**src/rtl/stg_hazard_ctl.sv**
```systemverilog
// stg_hazard_ctl: decode-stage hazard controller.
// Tracks GP/SR registers with writes in flight, stalls decode on RAW/WAW
// hazards, and holds a multi-cycle flush after a branch redirect.
// Optional statistics counters are built when STG_HAZARD_STATS_EN is defined.
module stg_hazard_ctl #(
   parameter int GP_AW        = 4,
   parameter int SR_AW        = 2,
   parameter int FLUSH_CYCLES = 2
) (
   input  logic                  iw_clk,
   input  logic                  iw_rst,
   input  logic                  iw_id_valid,
   input  logic                  iw_has_src_gp,
   input  logic [GP_AW-1:0]      iw_src_gp,
   input  logic [GP_AW-1:0]      iw_tgt_gp,
   input  logic                  iw_has_tgt_gp,
   input  logic                  iw_tgt_gp_we,
   input  logic                  iw_has_src_sr,
   input  logic [SR_AW-1:0]      iw_src_sr,
   input  logic [SR_AW-1:0]      iw_tgt_sr,
   input  logic                  iw_has_tgt_sr,
   input  logic                  iw_tgt_sr_we,
   input  logic                  iw_wb_gp_we,
   input  logic [GP_AW-1:0]      iw_wb_gp_addr,
   input  logic                  iw_wb_sr_we,
   input  logic [SR_AW-1:0]      iw_wb_sr_addr,
   input  logic                  iw_redirect,
   input  logic                  iw_stats_clr,
   output logic                  ow_stall,
   output logic                  ow_flush,
   output logic                  ow_issue,
   output logic [2**GP_AW-1:0]   ow_gp_pending,
   output logic [2**SR_AW-1:0]   ow_sr_pending,
   output logic [31:0]           ow_stall_cnt,
   output logic [31:0]           ow_flush_cnt
);

   localparam int GP_N  = 2**GP_AW;
   localparam int SR_N  = 2**SR_AW;
   localparam int CNT_W = (FLUSH_CYCLES > 1) ? $clog2(FLUSH_CYCLES) : 1;
   localparam bit HAS_FLUSH_ST = (FLUSH_CYCLES > 1);
   localparam logic [CNT_W-1:0] CNT_LOAD = CNT_W'(FLUSH_CYCLES - 1);

   typedef enum logic {ST_RUN, ST_FLUSH} state_t;

   state_t            state_q, state_d;
   logic [CNT_W-1:0]  cnt_q, cnt_d;
   logic [GP_N-1:0]   gp_pend_q, gp_pend_d, wb_gp_mask, eff_gp;
   logic [SR_N-1:0]   sr_pend_q, sr_pend_d, wb_sr_mask, eff_sr;
   logic              hazard, flush, issue;

   // Effective pending (writeback this cycle resolves the hazard) and hazard detect
   always_comb begin
      wb_gp_mask = '0;
      wb_sr_mask = '0;
      if (iw_wb_gp_we) wb_gp_mask[iw_wb_gp_addr] = 1'b1;
      if (iw_wb_sr_we) wb_sr_mask[iw_wb_sr_addr] = 1'b1;
      eff_gp = gp_pend_q & ~wb_gp_mask;
      eff_sr = sr_pend_q & ~wb_sr_mask;
      hazard = ~iw_rst & iw_id_valid & (
                 (iw_has_src_gp & eff_gp[iw_src_gp]) |
                 ((iw_has_tgt_gp | iw_tgt_gp_we) & eff_gp[iw_tgt_gp]) |
                 (iw_has_src_sr & eff_sr[iw_src_sr]) |
                 ((iw_has_tgt_sr | iw_tgt_sr_we) & eff_sr[iw_tgt_sr]));
      flush  = ~iw_rst & (iw_redirect | (state_q == ST_FLUSH));
      issue  = ~iw_rst & iw_id_valid & ~hazard & ~flush;
   end

   assign ow_stall      = hazard & ~flush;
   assign ow_flush      = flush;
   assign ow_issue      = issue;
   assign ow_gp_pending = gp_pend_q;
   assign ow_sr_pending = sr_pend_q;

   // Scoreboard next state: writeback clears, issuing producer sets (set wins)
   always_comb begin
      gp_pend_d = gp_pend_q & ~wb_gp_mask;
      sr_pend_d = sr_pend_q & ~wb_sr_mask;
      if (issue & iw_tgt_gp_we) gp_pend_d[iw_tgt_gp] = 1'b1;
      if (issue & iw_tgt_sr_we) sr_pend_d[iw_tgt_sr] = 1'b1;
   end

   // Flush FSM next state: the redirect cycle itself flushes, FLUSH covers the rest
   always_comb begin
      state_d = state_q;
      cnt_d   = cnt_q;
      case (state_q)
         ST_RUN: begin
            if (iw_redirect && HAS_FLUSH_ST) begin
               state_d = ST_FLUSH;
               cnt_d   = CNT_LOAD;
            end
         end
         ST_FLUSH: begin
            if (iw_redirect) begin
               cnt_d = CNT_LOAD;
            end else if (cnt_q == CNT_W'(1)) begin
               state_d = ST_RUN;
               cnt_d   = '0;
            end else begin
               cnt_d = cnt_q - CNT_W'(1);
            end
         end
         default: begin
            state_d = ST_RUN;
            cnt_d   = '0;
         end
      endcase
   end

   // State registers
   always_ff @(posedge iw_clk or posedge iw_rst) begin
      if (iw_rst) begin
         state_q   <= ST_RUN;
         cnt_q     <= '0;
         gp_pend_q <= '0;
         sr_pend_q <= '0;
      end else begin
         state_q   <= state_d;
         cnt_q     <= cnt_d;
         gp_pend_q <= gp_pend_d;
         sr_pend_q <= sr_pend_d;
      end
   end

`ifdef STG_HAZARD_STATS_EN
   logic [31:0] stall_cnt_q, stall_cnt_d, flush_cnt_q, flush_cnt_d;

   // Statistics next state: clear beats increment, counters wrap naturally
   always_comb begin
      stall_cnt_d = stall_cnt_q;
      flush_cnt_d = flush_cnt_q;
      if (iw_stats_clr) begin
         stall_cnt_d = '0;
         flush_cnt_d = '0;
      end else begin
         if (ow_stall)    stall_cnt_d = stall_cnt_q + 32'd1;
         if (iw_redirect) flush_cnt_d = flush_cnt_q + 32'd1;
      end
   end

   // Statistics registers
   always_ff @(posedge iw_clk or posedge iw_rst) begin
      if (iw_rst) begin
         stall_cnt_q <= '0;
         flush_cnt_q <= '0;
      end else begin
         stall_cnt_q <= stall_cnt_d;
         flush_cnt_q <= flush_cnt_d;
      end
   end

   assign ow_stall_cnt = stall_cnt_q;
   assign ow_flush_cnt = flush_cnt_q;
`else
   logic unused_stats_clr;
   assign unused_stats_clr = iw_stats_clr;
   assign ow_stall_cnt     = '0;
   assign ow_flush_cnt     = '0;
`endif

endmodule

```
**config.mk**
```make
export PLATFORM = sky130hd
export DESIGN_NAME = stg_hazard_ctl
export DESIGN_NICKNAME = d
export VERILOG_FILES = /design/src/rtl/stg_hazard_ctl.sv
export SDC_FILE = /design/constraint.sdc
export NUM_CORES = 1
export LEC_CHECK = 0
export CAP_MARGIN = 20
export CORE_ASPECT_RATIO = 1.1
export CORE_UTILIZATION = 40
export CTS_CLUSTER_DIAMETER = 40
export DETAILED_ROUTE_END_ITERATION = 10
export PLACE_DENSITY = 0.81
export SLEW_MARGIN = 25
export SYNTH_ARGS = -nofsm -noshare
export SYNTH_HDL_FRONTEND = slang
export SYNTH_SLANG_ARGS = --single-unit
```
**constraint.sdc**
```tcl
create_clock -name iw_clk -period 3.6 [get_ports iw_clk]
set_clock_uncertainty 0.2 [all_clocks]
set_input_delay 0.72 -clock iw_clk [delete_from_list [all_inputs] [get_ports iw_clk]]
set_output_delay 0.72 -clock iw_clk [all_outputs]
set_load 0.01 [all_outputs]
```
==> results.sh <==
export IMPL_status="finished, final reports clean"
export IMPL_first_pass_iters=4
export IMPL_synth_top_family_by_area="compound AO/OA/AOI/OAI gates"
export IMPL_synthTopCellsByArea="dfrtp_1, buf_4, o31ai_2, o21ai_0, o2111ai_1"
export IMPL_antenna_found_initial=0
export IMPL_ios=118
export IMPL_fin_nets=389
export IMPL_ys_ff_latch=22
export IMPL_crit_path_start_kind="primary input"
export IMPL_seq_area_frac_synth_pct=25.3
export IMPL_fill_cells=451
export IMPL_initial_utilization_pct=42.4
export IMPL_place_congestion=0.890
export IMPL_root_buffer="clkbuf_8"
export IMPL_die_h_um=79.4
export IMPL_yosysTopAreaCell="dfrtp_1"
export IMPL_grt_max_degree=23
export IMPL_ant_nets=0
export IMPL_rsz0062_at_grt="yes"
export IMPL_wirelength_mm=6.03
export IMPL_grt_overflow_total=0
export IMPL_antenna_cells=0
export IMPL_syn_to_final_growth_pct=40.1
export IMPL_synth_xor_area_share_pct=0.805
export IMPL_synthTopCellsByCount="buf_4, o21ai_0, dfrtp_1, o31ai_2, nand4_1"
export IMPL_critical_path_class="in -> out"
export IMPL_stdcell_area_sq_um=3050
export IMPL_drt_iter0_drc=112
export IMPL_core_area_sq_um=5130
export IMPL_std_cell_rows=27
export IMPL_cp_required_ns=2.68
export IMPL_synth_top_flop_cell="dfrtp_1"
export IMPL_grt_pass1_vias=2075
export IMPL_crit_chain="buf_2 > or3b_4 > o21ai_2 > or4_1 > o311ai_1 > o41ai_2 > o221ai_2 > buf_4 > nor3b_2 > buf_2"
export IMPL_synthSimpleGateAreaFrac_pct=18.2
export IMPL_vias_per_cell=5.14
export IMPL_dieArea_sq_um=5740
export IMPL_htreeDepth=1
export IMPL_finalCritPeriodShare_pct=99.7
export IMPL_ir_drop_v=0.000138
export IMPL_drive_above_1_share_pct=29.1
export IMPL_cts_tree="built"
export IMPL_crit_path_top_delay_cell="or3b_4"
export IMPL_hold_buffers=0
export IMPL_io_buffers=52
export IMPL_ys_warn_count=0
export IMPL_syn_inst=248
export IMPL_routedWlPerCell_um=14.1
export IMPL_synth_compound_area_share_pct=26.0
export IMPL_hold_class="reg -> reg"
export IMPL_setup_slack_ns=0.0116
export IMPL_cts_buffer_depth=2
export IMPL_groute_usage_overall_pct=21.5
export IMPL_layout_min_cycle_time_ns=3.59
export IMPL_drv_slew=0
export IMPL_route_detailed_drc=0
export IMPL_syn_area_per_cell_sq_um=8.78
export IMPL_netlist_area_sq_um=2180
export IMPL_cap_violations=0
export IMPL_path_common_cell="buf_2"
export IMPL_hold_viol=0
export IMPL_clk_latency_ns=0.26
export IMPL_synth_edf_count=0
export IMPL_cpPeakStageDelay_ns=0.43
export IMPL_end_kind="output pin"
export IMPL_finalSetupViolations=0
export IMPL_arrival_ns=2.67
export IMPL_dp_cells=422
export IMPL_dpl_cell_area_sq_um=2950
export IMPL_crit_fanout=4
export IMPL_synth_adder_area_share_pct=0
export IMPL_clock_sinks=22
export IMPL_grt_pass1_wl_mm=9.70
export IMPL_async_flop_share_pct=100
export IMPL_fmax_mhz=279
export IMPL_die_x_um=72.3
export IMPL_yosysMostFrequentCell="buf_4"
export IMPL_path_clk_slew_ns=0.07
export IMPL_muxShareOfSynthArea_pct=3.97
export IMPL_dpl_hpwl_mm=4.84
export IMPL_routed_via_count=2205
export IMPL_cts_buffers=3
export IMPL_power_density_nw_per_um2=228
export IMPL_ys_types=51
export IMPL_place_ws_ns=-0.771
export IMPL_fin_tns_setup_ns=0
export IMPL_leakage_nw=1.37
export IMPL_instances_no_fill=429
export IMPL_synth_top_area_share_pct=25.3
[metal layers]
layer / GRT usage (%) / up-vias / routed length [um]
met4: 6.86 / 0 / 133
met3: 2.90 / 14 / 429
met2: 38.3 / 123 / 3130
met5: 0 / - / 0
met1: 26.5 / 1054 / 2330
li1: - / 1014 / -
[worst paths after layout]
| kind | start | end | slack [ns] | depth (start not counted) |
|---|---|---|---|---|
| min | cnt_q$_DFFE_PP0N_ | cnt_q$_DFFE_PP0N_ | 0.33 | 2 |
| min reg2reg | cnt_q$_DFFE_PP0N_ | cnt_q$_DFFE_PP0N_ | 0.33 | 2 |
| min in group asynchronous | iw_rst | ow_gp_pending[10]$_DFF_PP0_ | 0.66 | 3 |
| max in group asynchronous | iw_rst | ow_gp_pending[0]$_DFF_PP0_ | 2.31 | 3 |
| max reg2reg | ow_gp_pending[3]$_DFF_PP0_ | ow_gp_pending[7]$_DFF_PP0_ | 1.25 | 9 |
| max | iw_wb_gp_we | ow_issue | 0.01 | 10 |
[critical path: cells and delay by family]
family                 cells  cell delay, ns
AO/OA/AOI/OAI              4            0.85
buffers and inverters      3            0.42
AND/OR/NAND/NOR            3            0.68
[layout make-up]
class / count / area (sq um) / share of cell area [%]
clock buffer: 4 / 55.1 / 1.80
sequential: 22 / 551 / 18.0
tap: 72 / 90.1 / 2.95
inverter: 6 / 22.5 / 0.738
timing repair buffer: 116 / 988 / 32.4
multi-input combinational: 209 / 1340 / 44.1
[state kept, by name (all words and copies together) (netlist names)]
signal	flops
ow_sr_pending	4
state_q	1
ow_gp_pending	16
cnt_q	1
[cell families (layout without fill, tap and decap cells)]
kind of cell              after synthesis  count (layout)
buffers and inverters                  80             126
muxes                                   6               6
DFF                                    22              22
AOI/OAI and AO/OA                      73              73
other                                   1              64
and+or+nand+nor                        64              64
xor gates and xnor gates                2               2
[stage by stage]
stage / power (W) / utilization, % / hold slack, ns
after global placement: 0.000508 / 57.4 / 0.299
after detailed placement: 0.000513 / 57.4 / 0.318
after CTS: 0.000694 / 59.2 / 0.339
final: 0.000695 / 59.4 / 0.330
after global routing: 0.000733 / 59.4 / 0.358
after floorplan: 0.000439 / - / 0.283
[cell usage in the layout (no fill, tap or decap), types with 6 or more instances in the layout]
| cell type | synthesis | layout |
|---|---|---|
| nand3_1 | 6 | 6 |
| o21ai_1 | 3 | 6 |
| clkdlybuf4s50_1 | 0 | 44 |
| dfrtp_1 | 22 | 22 |
| nand2_1 | 8 | 7 |
| conb_1 | 1 | 64 |
| inv_1 | 6 | 6 |
| o31ai_2 | 11 | 10 |
| o2111ai_1 | 8 | 8 |
| buf_4 | 64 | 64 |
| o211ai_1 | 6 | 6 |
| o21ai_0 | 24 | 19 |
| nor2_1 | 7 | 7 |
| nand4_1 | 9 | 9 |
[where the power goes]
group | internal [W] | switching, W | total [W]
clock | 0.0000975 | 0.0000784 | 0.000176
combinational | 0.000115 | 0.000138 | 0.000253
sequential | 0.000257 | 0.00000880 | 0.000266
total | 0.000470 | 0.000225 | 0.000695
[what timing repair did]
action / in CTS / in global routing
gates resized for setup: 31 / 10
buffers inserted: 3 / 0
setup endpoints to repair: 2 / 2
pin swaps: 6 / 3
Note: power is estimated with default switching activity, not from simulation.
